==> src/rtl/alu_seq_pkg.sv <==
// Shared types and constants for the add/sub/PADDSB/RED sequencer.
// Pure declarations: no latency, no flow control.
package alu_seq_pkg;

  typedef enum logic [1:0] {
    OP_ADD    = 2'b00,
    OP_SUB    = 2'b01,
    OP_PADDSB = 2'b10,
    OP_RED    = 2'b11
  } op_e;

  typedef enum logic [2:0] {
    ST_IDLE,
    ST_EXEC,
    ST_RED0,
    ST_RED1,
    ST_RED2,
    ST_RESP
  } state_e;

  localparam int FLAG_Z = 2;
  localparam int FLAG_V = 1;
  localparam int FLAG_N = 0;

  localparam logic [15:0] SAT_POS = 16'h7FFF;
  localparam logic [15:0] SAT_NEG = 16'h8000;

  function automatic logic [15:0] sext8(input logic [7:0] x);
    return {{8{x[7]}}, x};
  endfunction

endpackage

==> src/rtl/alu_addsub_sequencer_shared_adder16.sv <==
// Combinational 16-bit adder with optional subtract and a 4x4-bit carry-isolated mode.
// Zero latency; no flow control.
module shared_adder16 (
  input  logic [15:0] a,
  input  logic [15:0] b,
  input  logic        sub,
  input  logic        nibble_mode,
  output logic [15:0] sum,
  output logic        ovf16,
  output logic [3:0]  nib_ovf
);

  logic [15:0] b_eff;
  logic [15:0] full_sum;
  logic [15:0] nib_sum;

  always_comb begin
    b_eff    = sub ? ~b : b;
    full_sum = a + b_eff + {15'd0, sub};
    nib_sum  = '0;
    nib_ovf  = '0;
    // Each nibble gets its own carry-in so the lanes never interact.
    for (int i = 0; i < 4; i++) begin
      nib_sum[4*i +: 4] = a[4*i +: 4] + b_eff[4*i +: 4] + {3'd0, sub};
      nib_ovf[i]        = (a[4*i+3] == b_eff[4*i+3]) && (nib_sum[4*i+3] != a[4*i+3]);
    end
    ovf16 = (a[15] == b_eff[15]) && (full_sum[15] != a[15]);
    sum   = nibble_mode ? nib_sum : full_sum;
  end

endmodule

==> src/rtl/alu_addsub_sequencer.sv <==
// Multi-cycle ADD/SUB/PADDSB/RED controller sharing one adder; response 2 edges (ALU) or 4 edges (RED) after accept.
// One request in flight; result held in RESP until rsp_ready, req_ready only in IDLE.
module alu_addsub_sequencer
  import alu_seq_pkg::*;
#(
  parameter bit SAT_EN    = 1'b1,
  parameter bit RED_FLAGS = 1'b0
) (
  input  logic        clk,
  input  logic        rst_n,
  input  logic        req_valid,
  output logic        req_ready,
  input  logic [1:0]  req_op,
  input  logic [15:0] req_a,
  input  logic [15:0] req_b,
  output logic        rsp_valid,
  input  logic        rsp_ready,
  output logic [15:0] rsp_result,
  output logic [2:0]  rsp_flags,
  output logic        busy
);

  state_e      state_q, state_d;
  op_e         op_q, op_d;
  logic [15:0] a_q, a_d, b_q, b_d, acc_q, acc_d, result_q, result_d;
  logic [2:0]  flags_q, flags_d;

  logic [15:0] add_a, add_b, add_sum, alu_res;
  logic        add_sub, add_nib, ovf16, alu_v;
  logic [3:0]  nib_ovf;

  always_comb begin
    add_a   = a_q;
    add_b   = b_q;
    add_sub = (op_q == OP_SUB);
    add_nib = (op_q == OP_PADDSB);
    case (state_q)
      ST_RED0: begin add_a = sext8(a_q[15:8]); add_b = sext8(a_q[7:0]); end
      ST_RED1: begin add_a = acc_q;            add_b = sext8(b_q[15:8]); end
      ST_RED2: begin add_a = acc_q;            add_b = sext8(b_q[7:0]);  end
      default: ;
    endcase
  end

  shared_adder16 u_adder (
    .a           (add_a),
    .b           (add_b),
    .sub         (add_sub),
    .nibble_mode (add_nib),
    .sum         (add_sum),
    .ovf16       (ovf16),
    .nib_ovf     (nib_ovf)
  );

  // Saturation keys off operand A's sign: on overflow both operand signs agree.
  always_comb begin
    alu_res = add_sum;
    alu_v   = add_nib ? |nib_ovf : ovf16;
    if (add_nib) begin
      for (int i = 0; i < 4; i++) begin
        if (nib_ovf[i]) alu_res[4*i +: 4] = a_q[4*i+3] ? 4'h8 : 4'h7;
      end
    end else if (SAT_EN && ovf16) begin
      alu_res = a_q[15] ? SAT_NEG : SAT_POS;
    end
  end

  always_comb begin
    state_d  = state_q;
    op_d     = op_q;
    a_d      = a_q;
    b_d      = b_q;
    acc_d    = acc_q;
    result_d = result_q;
    flags_d  = flags_q;
    case (state_q)
      ST_IDLE: begin
        if (req_valid) begin
          a_d     = req_a;
          b_d     = req_b;
          op_d    = op_e'(req_op);
          state_d = (op_e'(req_op) == OP_RED) ? ST_RED0 : ST_EXEC;
        end
      end
      ST_EXEC: begin
        result_d        = alu_res;
        flags_d[FLAG_Z] = (alu_res == 16'h0000);
        flags_d[FLAG_V] = alu_v;
        flags_d[FLAG_N] = alu_res[15];
        state_d         = ST_RESP;
      end
      ST_RED0: begin acc_d = add_sum; state_d = ST_RED1; end
      ST_RED1: begin acc_d = add_sum; state_d = ST_RED2; end
      ST_RED2: begin
        result_d        = add_sum;
        flags_d         = 3'b000;
        if (RED_FLAGS) begin
          flags_d[FLAG_Z] = (add_sum == 16'h0000);
          flags_d[FLAG_N] = add_sum[15];
        end
        state_d         = ST_RESP;
      end
      ST_RESP: begin
        if (rsp_ready) state_d = ST_IDLE;
      end
      default: state_d = ST_IDLE;
    endcase
  end

  always_ff @(posedge clk or negedge rst_n) begin
    if (!rst_n) begin
      state_q  <= ST_IDLE;
      op_q     <= OP_ADD;
      a_q      <= '0;
      b_q      <= '0;
      acc_q    <= '0;
      result_q <= '0;
      flags_q  <= '0;
    end else begin
      state_q  <= state_d;
      op_q     <= op_d;
      a_q      <= a_d;
      b_q      <= b_d;
      acc_q    <= acc_d;
      result_q <= result_d;
      flags_q  <= flags_d;
    end
  end

  assign req_ready  = (state_q == ST_IDLE);
  assign busy       = (state_q != ST_IDLE);
  assign rsp_valid  = (state_q == ST_RESP);
  assign rsp_result = result_q;
  assign rsp_flags  = flags_q;

endmodule

==> config.mk <==
export PLATFORM = sky130hd
export DESIGN_NAME = alu_addsub_sequencer
export DESIGN_NICKNAME = d
export VERILOG_FILES = /design/src/rtl/alu_seq_pkg.sv /design/src/rtl/alu_addsub_sequencer_shared_adder16.sv /design/src/rtl/alu_addsub_sequencer.sv
export SDC_FILE = /design/constraint.sdc
export NUM_CORES = 1
export LEC_CHECK = 0
export CORE_UTILIZATION = 58
export DETAILED_ROUTE_END_ITERATION = 8
export PLACE_DENSITY = 0.81
export REMOVE_ABC_BUFFERS = 1
export SYNTH_ARGS = -nofsm -noshare
export SYNTH_HDL_FRONTEND = slang
export SYNTH_SLANG_ARGS = --single-unit
==> constraint.sdc <==
create_clock -name clk -period 5.6 [get_ports clk]
set_input_delay 1.12 -clock clk [delete_from_list [all_inputs] [get_ports clk]]
set_output_delay 1.12 -clock clk [all_outputs]
set_load 0.02 [all_outputs]
**After elaboration in Yosys (flattened, before gate mapping)**

Index checks and enable logic that the tools add are counted.
W data, S select, Z words.

- Register bits: 72
- Input port bits: 38
- Word-level logic and storage cells: 74
- Output and inout bits: 22

- Multiplexer cells: 22
- Bitwise gates (word level): 1
- $add $sub $neg: 10
- Reductions and logical operators: 15
- Equal/unequal tests: 19

Operators by type and width:

| operator | count |
|---|---|
| $mux W16 | 5 |
| $pmux W16 S2 | 2 |
| $pmux W16 S3 | 1 |
| $mux W4 | 8 |
| $add A16 B1 Y16 | 1 |
| $add A16 B16 Y16 | 1 |
| $add A4 B1 Y4 | 4 |
| $add A4 B4 Y4 | 4 |
| $logic_not A16 Y1 | 1 |
| $not A16 Y16 | 1 |
| $pmux W3 S5 | 1 |
| $eq A3 B2 Y1 const B | 2 |
| $eq A3 B3 Y1 const B | 2 |
| $mux W3 | 2 |
| $pmux W3 S2 | 1 |
| $reduce_or A2 Y1 | 3 |
| $logic_and A1 B1 Y1 | 5 |
| $ne A1 B1 Y1 | 5 |
| $eq A1 B1 Y1 | 4 |
| $eq A2 B2 Y1 const B | 2 |
| $reduce_and A2 Y1 | 2 |
| $reduce_or A4 Y1 | 1 |
| $eq A3 B1 Y1 const B | 1 |
| $logic_not A3 Y1 | 1 |
| 7 further kinds | 7 |

**Longest topological paths before layout**

- Word-level depth: 12
- Gate-level depth with buffers: 20

**Modules after synthesis**

Synthesis repeated with hierarchy kept, for this count alone.

- Cell total of the unflattened synthesis: 559
- Area total of the unflattened synthesis: 5310.1 sq um

By module, submodules not included:

| module | area each (sq um) | instances | cells an instance |
|---|---|---|---|
| alu_addsub_sequencer | 4097.7 | 1 | 399 |
| shared_adder16 | 1212.4 | 1 | 160 |

**Least setup slack after synthesis**

Ideal clock, no wire load.

- Path kind: reg-to-reg
- Start point: register state_q[0]
- End point: register flags_q[2], in the netlist rsp_flags[2]
- Cell stages (with the launch flop): 18
- Path slack: 1.290 ns
- Arrival time: 4.215 ns
- Period minus slack after synthesis: 4.310 ns
- Cells stage by stage: dfrtp_1 -> buf_2 -> buf_1 -> buf_1 -> clkbuf_1 -> a21oi_1 -> ha_1 -> clkbuf_1 -> nand2_1 -> o21a_1 -> o21a_1 -> o21a_1 -> a211o_1 -> a211oi_2 -> a221o_1 -> o2111a_1 -> nand4b_1 -> o31ai_1

- Longest elaborated chain between the ends: 12
- Elaborated cells between the ends (all ways): 43

Ends and longest elaborated chain:

| what | RTL line | source |
|---|---|---|
| from (decl) | alu_addsub_sequencer.sv:23 | `state_e state_q, state_d;` |
| from (signal assigned) | alu_addsub_sequencer.sv:120 | `state_q <= state_d;` |
| $eq A3 B3 Y1 or $eq A3 B2 Y1 (tied branches) | alu_addsub_sequencer.sv:37, alu_addsub_sequencer.sv:76 |  |
| $pmux W16 S3 | alu_addsub_sequencer.sv:37 | `case (state_q)` |
| $not A16 Y16 | alu_addsub_sequencer_shared_adder16.sv:18 | `b_eff = sub ? ~b : b;` |
| $mux W16 | alu_addsub_sequencer_shared_adder16.sv:18 |  |
| $add A16 B16 Y16 or $add A4 B4 Y4 (tied branches) | alu_addsub_sequencer_shared_adder16.sv:19, alu_addsub_sequencer_shared_adder16.sv:24 |  |
| $add A16 B1 Y16 or $add A4 B1 Y4 (tied branches) | alu_addsub_sequencer_shared_adder16.sv:19, alu_addsub_sequencer_shared_adder16.sv:24 |  |
| $ne A1 B1 Y1, on equally long branches | alu_addsub_sequencer_shared_adder16.sv:27, alu_addsub_sequencer_shared_adder16.sv:25 |  |
| $logic_and A1 B1 Y1, on equally long branches | alu_addsub_sequencer_shared_adder16.sv:27, alu_addsub_sequencer_shared_adder16.sv:25 |  |
| $mux W16 or $mux W4 (tied branches) | alu_addsub_sequencer.sv:63, alu_addsub_sequencer.sv:61 |  |
| $mux W16 | alu_addsub_sequencer.sv:59 | `if (add_nib) begin` |
| $logic_not A16 Y1 | alu_addsub_sequencer.sv:87 | `flags_d[FLAG_Z] = (alu_res == 16'h0000);` |
| $pmux W3 S2 | alu_addsub_sequencer.sv:76 | `case (state_q)` |
| to (signal assigned) | alu_addsub_sequencer.sv:126 | `flags_q <= flags_d;` |
| to (decl) | alu_addsub_sequencer.sv:26 | `logic [2:0] flags_q, flags_d;` |

Several ways; a longest one is shown, not always the timed one.
A chain may end at the register's enable or synchronous reset.

**Worst setup path in the final report**

Same ends and word-level chain as after synthesis.

==> out/results.tsv <==
metric	value	unit
outcome	complete, no violations	
cts_hold_buf	0	
wirelength	18100	um
clkSlewWorstSetupHoldPaths	0.09	ns
synth.distinct_cells	78	
avgSynthCellArea	8.64	um2
post-route-min-period	5.10	ns
ios	60	
grt_max_degree	73	
cts-root-buf	clkbuf_8	
fin_skew	0.00985	ns
fill_cells	775	
clock-sinks	72	
synth_edf_count	0	
grt-ovfl-total	0	
dr.pass1.iters	6	
reg2reg_to	rsp_flags[2]	
worstSetupEndpoint	rsp_flags[2]	
rsz0062_at_grt	no	
gr-usage-all-layers	0.375	
period_share	0.910	
antenna_left	0	
async_flop_share	1.00	
fmax	196	MHz
arrival	5.37	ns
die_area	10200	um2
syn-cell-area	5680	um2
synth_flop_cell	dfrtp_1	
startpoint	state_q[0]	
required	5.87	ns
syn_inst	658	
nNetsFinal	758	
hpwl	13700	um
place_inst	820	
cts-resized-gates	0	
gp_congestion	1.03	
rows	35	
tightest_slew	1.27	ns
critical_path_class	flop to flop	
cts_tree	done	
final_cells	836	
die_h	101	um
yosysSeqAreaShare	0.317	
antennaDiodeCount	0	
drc	0	
h-tree-depth	3	
hp-class	flop to flop	
first_global_vias	5401	
ys_ff_latch	72	
cts_setup_buffers	0	
worstSkewPairLatency	0.36	ns
hold_viol	0	
area_growth	15.1	%
drt_iter0_drc	557	
maxCapViolations	0	
vias	5610	
cts_made_buffers	9	
antenna_found_initial	0	
portBuffers	59	
tns	0	ns
reg2reg_depth	15	
initial_core_util	0.606	
vias_per_cell	6.71	
end_kind	flop	
r2r_start	state_q[0]	
path_max_fanout	18	
cts_buffer_depth	2	
yosys_warnings	0	
fp.dieW	101	um
relSlewSlack	0.147	
grt_pass1_wl	28900	um
routedWlPerCell	21.6	um
rrSetupSlack	0.50	ns
crit_path_start_kind	flop	
setup_viol	0	
fp.coreArea	9370	um2
drive_gt1_frac	0.133	
slew_violations	0	
registers in the layout, summed over array words and instances (netlist names):
name,count
a_q,16
acc_q,16
b_q,16
rsp_result,16
rsp_flags,3
state_q,3
op_q,2
critical path, cell delays in order (launching register included):
cell and delay [ns]:
dfrtp_1 0.81, inv_1 0.35, buf_4 0.27, mux4_2 0.32, nor2_1 0.17, ha_1 0.30, nand2_1 0.20, or3_1 0.36
o22ai_1 0.40, o2111ai_2 0.23, a211o_1 0.38, a211oi_2 0.39, a221o_1 0.22, o2111a_1 0.22, nand4b_1 0.13, o31ai_1 0.25
logic make-up after synthesis:
family | synth area share
AOI/OAI and AO/OA | 0.249
xor gates and xnor gates | 0.0460
adders and majority gates | 0.0467
buffers and inverters | 0.0460
DFF | 0.317
muxes | 0.108
and+or+nand+nor | 0.187
how the worst min path moves through the flow:
stage	depth (start not counted)	to	slack [ns]	start
global route	2	rsp_flags[1]	0.51	rsp_flags[1]
finish	2	rsp_result[7]	0.50	rsp_result[7]
global placement	1	rsp_flags[0]	0.46	rsp_flags[0]
CTS	2	rsp_result[7]	0.50	rsp_result[7]
floorplan	2	acc_q[11]	0.46	acc_q[11]
detailed placement	1	rsp_flags[0]	0.48	rsp_flags[0]
synth_stat cells (all sizes together), types with 5 or more instances:
master / n / area [um2]
nand2: 77 / 289
dfrtp: 72 / 1800
o21ai: 60 / 300
nor2: 56 / 210
a21oi: 43 / 219
mux2: 36 / 405
clkbuf: 31 / 116
xnor2: 22 / 193
mux2i: 18 / 184
inv: 15 / 56.3
a211oi: 14 / 120
buf: 14 / 88.8
ha: 14 / 175
o22ai: 12 / 75.1
nor3: 11 / 55.1
o221ai: 10 / 93.8
or3: 9 / 56.3
o211ai: 8 / 60.1
a21o: 7 / 52.6
and2: 7 / 43.8
nand2b: 7 / 43.8
nand3: 7 / 35.0
o21a: 7 / 52.6
o31ai: 7 / 52.6
xor2: 7 / 68.8
a221o: 5 / 50.1
nor2b: 5 / 33.8
o211a: 5 / 50.1
o2bb2ai: 5 / 43.8
cell type report:
type	count	area [um2]	area share
Multi-Input combinational cell	526	3620	0.553
Sequential cell	72	1800	0.275
Timing Repair Buffer	78	731	0.112
Tap cell	129	161	0.0247
Clock buffer	9	124	0.0189
Inverter	15	56.3	0.00861
Clock inverter	7	47.5	0.00727
placed cells by master (no fill, tap or decap), types with 15 or more instances in the layout:
cell / instances
inv_1: 15
nor2_1: 56
a21oi_1: 42
clkdlybuf4s50_1: 58
nand2_1: 77
dfrtp_1: 72
xnor2_1: 22
buf_4: 20
o21ai_0: 58
mux2_2: 35
mux2i_1: 17
stage by stage:
step / util / hold slack [ns] / setup WS (ns) / instance area, um2
after floorplan: - / 0.461 / 0.769 / 5480
after global placement: 0.680 / 0.461 / 0.714 / 6370
after detailed placement: 0.680 / 0.477 / 0.599 / 6370
after CTS: 0.698 / 0.495 / 0.596 / 6540
after global routing: 0.698 / 0.512 / 0.179 / 6540
final: 0.698 / 0.496 / 0.502 / 6540
metal layers:
| layer | wire length (um) | track usage |
|---|---|---|
| met5 | 0 | 0 |
| met4 | 634 | 0.165 |
| met3 | 1920 | 0.0742 |
| met2 | 8230 | 0.595 |
| met1 | 7290 | 0.496 |
Power is not shown: default switching activity piles up to over one toggle a cycle in this logic, so the estimate is an artifact.
